==> src/rtl/tx_gen_ctrl.sv <==
// -----------------------------------------------------------------------------
// tx_gen_ctrl
//
// Transmit-side generation controller for the PCIe PIPE datapath. Pulls 64-bit
// words from the TX packet FIFO and serialises each one onto the PIPE TX bus in
// chunks whose width depends on the link generation latched when the word run
// started. Bytes leave least significant first, with a matching byte-enable.
//
// Ports:
//   clk         in   1   rising-edge clock
//   rst_n       in   1   asynchronous active-low reset
//   gen         in   3   link generation code (0..4 legal)
//   linkup      in   1   link up; low aborts everything and returns to IDLE
//   fifo_empty  in   1   TX FIFO has no word
//   fifo_rdata  in   64  FIFO read data, valid the cycle after fifo_rd
//   fifo_rd     out  1   FIFO read strobe, one cycle per word
//   tx_data     out  32  PIPE TX data, zero above the active width
//   tx_valid    out  1   tx_data holds a chunk
//   tx_byte_en  out  4   byte-enable for the active width
//   pipe_ready  in   1   PIPE accepts the current chunk
//   gen_err     out  1   sticky unsupported-generation flag
//
// Configuration macro:
//   TX_GEN_CTRL_GEN_ERR_EN - when defined, gen_err latches high whenever the
//   FSM sits in IDLE with the link up and an illegal gen code. When undefined
//   gen_err is tied low. The datapath is identical in both builds.
// -----------------------------------------------------------------------------
module tx_gen_ctrl #(
  parameter int GEN1_PIPEWIDTH = 8,
  parameter int GEN2_PIPEWIDTH = 16,
  parameter int GEN3_PIPEWIDTH = 32,
  parameter int GEN4_PIPEWIDTH = 8,
  parameter int GEN5_PIPEWIDTH = 8
) (
  input  logic        clk,
  input  logic        rst_n,
  input  logic [2:0]  gen,
  input  logic        linkup,
  input  logic        fifo_empty,
  input  logic [63:0] fifo_rdata,
  output logic        fifo_rd,
  output logic [31:0] tx_data,
  output logic        tx_valid,
  output logic [3:0]  tx_byte_en,
  input  logic        pipe_ready,
  output logic        gen_err
);

  typedef enum logic [1:0] {
    IDLE  = 2'd0,
    FETCH = 2'd1,
    WAIT  = 2'd2,
    SEND  = 2'd3
  } state_e;

  state_e      state_q, state_d;
  logic [2:0]  gen_q, gen_d;
  logic [63:0] shreg_q, shreg_d;
  logic [2:0]  cnt_q, cnt_d;

  logic [5:0]  width;
  logic        gen_legal;
  logic [63:0] shreg_shifted;
  logic [2:0]  cnt_load;
  logic [31:0] chunk_data;
  logic [3:0]  chunk_be;

  // Map a generation code onto its PIPE width in bits.
  function automatic logic [5:0] width_of(input logic [2:0] g);
    case (g)
      3'd0:    width_of = 6'(GEN1_PIPEWIDTH);
      3'd1:    width_of = 6'(GEN2_PIPEWIDTH);
      3'd2:    width_of = 6'(GEN3_PIPEWIDTH);
      3'd3:    width_of = 6'(GEN4_PIPEWIDTH);
      3'd4:    width_of = 6'(GEN5_PIPEWIDTH);
      default: width_of = 6'(GEN1_PIPEWIDTH);
    endcase
  endfunction

  assign gen_legal = (gen <= 3'd4);

  // Width always comes from the latched generation, so a gen change on the
  // input cannot alter the chunking of a word already in flight.
  assign width = width_of(gen_q);

  // Everything that depends on the active width: the shift step, the number
  // of chunks per word (minus one), the low chunk and its byte-enable.
  always_comb begin
    shreg_shifted = {8'd0, shreg_q[63:8]};
    cnt_load      = 3'd7;
    chunk_data    = {24'd0, shreg_q[7:0]};
    chunk_be      = 4'b0001;
    case (width)
      6'd16: begin
        shreg_shifted = {16'd0, shreg_q[63:16]};
        cnt_load      = 3'd3;
        chunk_data    = {16'd0, shreg_q[15:0]};
        chunk_be      = 4'b0011;
      end
      6'd32: begin
        shreg_shifted = {32'd0, shreg_q[63:32]};
        cnt_load      = 3'd1;
        chunk_data    = shreg_q[31:0];
        chunk_be      = 4'b1111;
      end
      default: ;
    endcase
  end

  // State and datapath registers.
  always_ff @(posedge clk or negedge rst_n) begin
    if (!rst_n) begin
      state_q <= IDLE;
      gen_q   <= 3'd0;
      shreg_q <= 64'd0;
      cnt_q   <= 3'd0;
    end else begin
      state_q <= state_d;
      gen_q   <= gen_d;
      shreg_q <= shreg_d;
      cnt_q   <= cnt_d;
    end
  end

  // Next-state logic. A dropped link wins over every state and discards any
  // partially sent word. The last accepted chunk chains straight into the
  // next fetch when more data is waiting, which keeps the inter-word bubble
  // at two cycles (FETCH, WAIT) and leaves gen_q untouched.
  always_comb begin
    state_d = state_q;
    gen_d   = gen_q;
    shreg_d = shreg_q;
    cnt_d   = cnt_q;
    if (!linkup) begin
      state_d = IDLE;
      shreg_d = 64'd0;
      cnt_d   = 3'd0;
    end else begin
      case (state_q)
        IDLE: begin
          if (!fifo_empty && gen_legal) begin
            gen_d   = gen;
            state_d = FETCH;
          end
        end
        FETCH: begin
          state_d = WAIT;
        end
        WAIT: begin
          shreg_d = fifo_rdata;
          cnt_d   = cnt_load;
          state_d = SEND;
        end
        SEND: begin
          if (pipe_ready) begin
            shreg_d = shreg_shifted;
            if (cnt_q == 3'd0) begin
              cnt_d   = 3'd0;
              state_d = fifo_empty ? IDLE : FETCH;
            end else begin
              cnt_d = cnt_q - 3'd1;
            end
          end
        end
        default: state_d = IDLE;
      endcase
    end
  end

  // Moore outputs: everything decodes from registered state and data.
  assign fifo_rd    = (state_q == FETCH);
  assign tx_valid   = (state_q == SEND);
  assign tx_data    = tx_valid ? chunk_data : 32'd0;
  assign tx_byte_en = tx_valid ? chunk_be : 4'd0;

`ifdef TX_GEN_CTRL_GEN_ERR_EN
  logic gen_err_q, gen_err_d;

  // Sticky: once an illegal generation is seen while idle with the link up,
  // the flag holds until reset.
  assign gen_err_d = gen_err_q | ((state_q == IDLE) && linkup && !gen_legal);

  always_ff @(posedge clk or negedge rst_n) begin
    if (!rst_n) begin
      gen_err_q <= 1'b0;
    end else begin
      gen_err_q <= gen_err_d;
    end
  end

  assign gen_err = gen_err_q;
`else
  assign gen_err = 1'b0;
`endif

endmodule
==> config.mk <==
export PLATFORM = sky130hd
export DESIGN_NAME = tx_gen_ctrl
export DESIGN_NICKNAME = d
export VERILOG_FILES = /design/src/rtl/tx_gen_ctrl.sv
export SDC_FILE = /design/constraint.sdc
export NUM_CORES = 1
export LEC_CHECK = 0
export BUFFER_PORTS_ARGS = -buffer_cell sky130_fd_sc_hd__buf_2
export CELL_PAD_IN_SITES_DETAIL_PLACEMENT = 1
export CELL_PAD_IN_SITES_GLOBAL_PLACEMENT = 2
export CORE_MARGIN = 2
export CORE_UTILIZATION = 34
export CTS_BUF_LIST = sky130_fd_sc_hd__clkbuf_8
export CTS_CLUSTER_DIAMETER = 150
export DETAILED_ROUTE_END_ITERATION = 6
export GPL_ROUTABILITY_DRIVEN = 0
export GPL_TIMING_DRIVEN = 0
export PLACE_DENSITY = 0.82
export SKIP_LAST_GASP = 1
export SYNTH_ARGS = -nofsm -noshare
export SYNTH_HDL_FRONTEND = slang
export SYNTH_SLANG_ARGS = --single-unit
==> constraint.sdc <==
create_clock -name clk -period 2.8 [get_ports clk]
set_input_delay 0.56 -clock clk [delete_from_list [all_inputs] [get_ports clk]]
set_output_delay 0.56 -clock clk [all_outputs]
set_load 0.05 [all_outputs]
[Word level (Yosys, flattened, before mapping)]
Index checks and enable logic that the tools add are counted.
Cells by class
  order comparisons: 1
  multiplexer cells: 20
  reductions and logical operators: 7
  add/sub/neg operators: 1
  equality and inequality tests: 11
Operators by type and width (count)
  $mux W64: 2
  $pmux W64 S2: 1
  $pmux W56 S2: 1
  $pmux W32 S2: 1
  $mux W32: 1
  $pmux W3 S2: 2
  $pmux W6 S2: 1
  $mux W3: 3
  $mux W2: 4
  $pmux W2 S4: 1
  $pmux W4 S2: 1
  $eq A6 B5 Y1 const B: 1
  $eq A6 B6 Y1 const B: 1
  $ne A3 B2 Y1 const B: 2
  $reduce_and A3 Y1: 2
  $eq A2 B2 Y1 const B: 2
  $mux W4: 1
  $eq A3 B1 Y1 const B: 1
  $eq A3 B2 Y1 const B: 1
  $le A3 B3 Y1 const B: 1
  $logic_not A3 Y1: 1
  $ne A3 B1 Y1 const B: 1
  $ne A3 B3 Y1 const B: 1
  $sub A3 B1 Y3 const B: 1
  6 further kinds: 6
Word-level totals
  logic and storage cells: 44
  bits in registers: 72
  output and inout port bits: 39
  input port bits: 72

[Longest topological paths before layout]
  word-level depth: 7
  gate-level depth with buffers: 9
  depth with buffers taken out: 7

[Least setup slack after synthesis]
No wires, ideal clock.
  path kind: register -> output
  from: register state_q[0]
  to: output tx_byte_en[3]
  path slack: -0.037 ns
  path buffers: 4
  cell stages (with the launch flop): 7
  data required time: 2.240 ns
  arrival time: 2.277 ns
  cell sequence: dfrtp_1 ha_1 buf_4 buf_2 clkbuf_1 and2_1 buf_4
Between the ends
  word-level cells in the longest chain between the ends: 2
RTL lines
  start: declaration: RTL line 56  | state_e state_q, state_d;
  start signal: assignment: RTL line 118  | state_q <= state_d;
  $eq A2 B2 Y1: RTL line 172  | assign tx_valid = (state_q == SEND);
  via tx_valid: RTL line 43  | output logic tx_valid,
  $mux W4: RTL line 174  | assign tx_byte_en = tx_valid ? chunk_be : 4'd0;
  end: declaration: RTL line 44  | output logic [3:0] tx_byte_en,
The timed path passes the listed nets, and every way through them passes these cells.

[Worst setup path in the final report]
  from: register state_q[0]
  to: output tx_data[29]
Between the ends
  word-level cells in the longest chain between the ends: 2
RTL lines
  $eq A2 B2 Y1: RTL line 172
  $mux W32: RTL line 173  | assign tx_data = tx_valid ? chunk_data : 32'd0;
  end: declaration: RTL line 42  | output logic [31:0] tx_data,
Every way passes these cells.

==> metrics <==
clk sinks between 70 and 80; largest net degree at the start of global routing 42; VDD IR max 248 uV; first-pass GRT wire length 26200 um; post-DR vias/cell 5.92; Chip Height 118 um; status finished with violations; fin crit period 2.74 ns; placed cell count 712; number of port buffers 108; Num CTS Buffers 9; crit path launch type flip-flop; commonest non-fill, non-tap cell in the layout buf_2; Antenna Nets Post-Route 0; hold slack around 0.14 ns; share of post-route cells with drive strength above 1 32.1%; Initial DRC Count 417; Worst EP arrival 2.18 ns; top_reg_cell synth dfrtp_1; CTS Buffer Depth 2; commonest cells after routing, fill and taps aside buf_2, dfrtp_1, nand3_1; fmax 0.365 GHz; Tcrit/Tclk final 97.9%; crit path kind flip-flop to output port; die area 13900 um^2; Synth Register Bits between 70 and 80; Nets 634; Mapped Area 4430 um^2; Worst-Margin Slew 0.595 ns; synth warn 0; cts hold-fix bufs 0; Crit. End Element output port; Post-synth EDFFs 0; DRT Wirelength 16300 um; CP max FO 10; Die X-Extent between 100 and 150 um; total grt overflow 0; H-tree Lvls 3; Hold Crit Class primary input to async pin; FF-to-FF End shreg_q[22]; Clock Skew approximately 0.012 ns; violated checks design-rule violations; footprint of the multi-input gates around 2400 um^2; number of I/O pins 111; GRT Util Overall 23.8%; area occupied by registers 1800 um^2; Final Slew Violations 0; wire length per cell between 20 and 25 um; Final Setup Violations 0; Overall Power 4.82 mW; syn avg cell area 10.3 um^2; DRT Pass-1 Iters 7; sequential area share after synthesis 40.7%; final hold violation count 0; site row count 41; final cell count without fillers 730; Clk Latency, worst-skew pair about 0.37 ns; Worst R2R Setup Slack 0.29 ns; Cell Pwr Density 860 nW/um^2; CTS tree yes; Netlist cell types 41; Req. time, crit path 2.24 ns; initial antenna violation count 0; Critical R2R Launch gen_q[0]; relative slew slack between 60% and 70%; drt drc 7; vias in the first global route 4591; Mapped Nets 512; CTS root buffer clkbuf_8; FF-to-FF path depth 10; Setup TNS 0 ns; Post-synth ARST share between 90% and 100%; via count between 4000 and 5000; final core utilization 44.2%; Syn-to-layout area delta 26.5%; post-DP HPWL 12500 um; Syn Inst Count 431; area of the core 12700 um^2; fillers 1497; Pleak between 2 and 3 nW; max cap viols 0; Initial Util 34.9%; Antenna diodes 0; clk slew on worst S/H paths 0.08 ns
==> registers in the layout (all words and copies together), names as in the netlist <==
signal / flops
cnt_q: 3
state_q: 2
shreg_q: 64
gen_q: 3
==> how the worst max path moves through the flow <==
stage	from	endpoint	slack [ns]	cells past startpoint
3_3_place_gp	gen_q[0]	tx_byte_en[3]	-0.11	7
5_1_grt	state_q[0]	tx_data[29]	-0.02	6
4_1_cts	state_q[0]	tx_byte_en[3]	-0.006	7
6_report	state_q[0]	tx_data[29]	0.06	6
3_5_place_dp	gen_q[0]	tx_byte_en[3]	-0.17	7
2_1_floorplan	gen_q[0]	tx_byte_en[3]	0.1	6
==> cells by family (layout without fill, tap and decap cells) <==
group	Yosys count	in the layout	synth area share [%]
mux	9	9	2.49
other cells	1	1	0.0847
compound gates	175	175	34.9
buf+inv	64	191	6.70
flops	72	72	40.7
fa+ha+maj	9	9	2.54
simple gates	101	101	12.5
==> through the flow <==
stage               area, um^2  setup WS, ns
floorplan                 4430        0.0992
global placement          5180        -0.108
detailed placement        5210        -0.173
global route              5600       -0.0177
finish                    5600        0.0584
CTS                       5510      -0.00605
==> power by group <==
part | switching [mW] | total (mW) | leakage (nW) | internal, mW
logic | 1.28 | 2.07 | 1.43 | 0.792
registers | 0.343 | 1.66 | 0.957 | 1.32
clock network | 0.440 | 1.08 | 0.126 | 0.639
total | 2.06 | 4.82 | 2.51 | 2.75
==> final cells by class <==
| cell class | count | area share, % |
|---|---|---|
| Sequential cell | 72 | 32.2 |
| Inverter | 7 | 0.469 |
| Buffer | 55 | 5.09 |
| Clock inverter | 5 | 1.83 |
| Timing Repair Buffer | 113 | 11.7 |
| Clock buffer | 11 | 2.70 |
| Multi-Input combinational cell | 295 | 42.2 |
| Tap cell | 172 | 3.84 |
==> cells in the mapped netlist, types with 11 or more instances <==
cell type / n / area [um^2]
a221oi_1: 15 / 131
a222oi_1: 32 / 320
a22o_1: 32 / 280
and2_1: 19 / 119
and3_1: 17 / 106
buf_2: 11 / 55.1
clkbuf_1: 33 / 124
dfrtp_1: 72 / 1800
nand2_1: 17 / 63.8
nand3_1: 35 / 175
o21ai_0: 34 / 170
o2bb2ai_1: 32 / 280
==> what timing repair did <==
| item | CTS | global route |
|---|---|---|
| endpoints found under the setup margin | 35 | 26 |
| setup buffers | 1 | 3 |
| hold endpoints to repair | 0 | 0 |
| resized for setup | 20 | 20 |
| pin swaps | 1 | 1 |
==> per-layer routing <==
layer,part of all wire (%),global-route usage (%),up-vias
met1,44,31.4,2153
met3,6.4,4.46,31
met5,0,0,-
met4,2.5,8.51,0
met2,47,39.0,185
li1,-,-,1954
==> worst max-delay path, stage by stage, from the launching register on <==
cell      delay (ns)
dfrtp_1         0.42
ha_2            0.21
buf_4           0.20
clkbuf_4        0.24
clkbuf_2        0.25
and3_1          0.23
buf_2           0.28
Power figures use the tool's default switching activity.
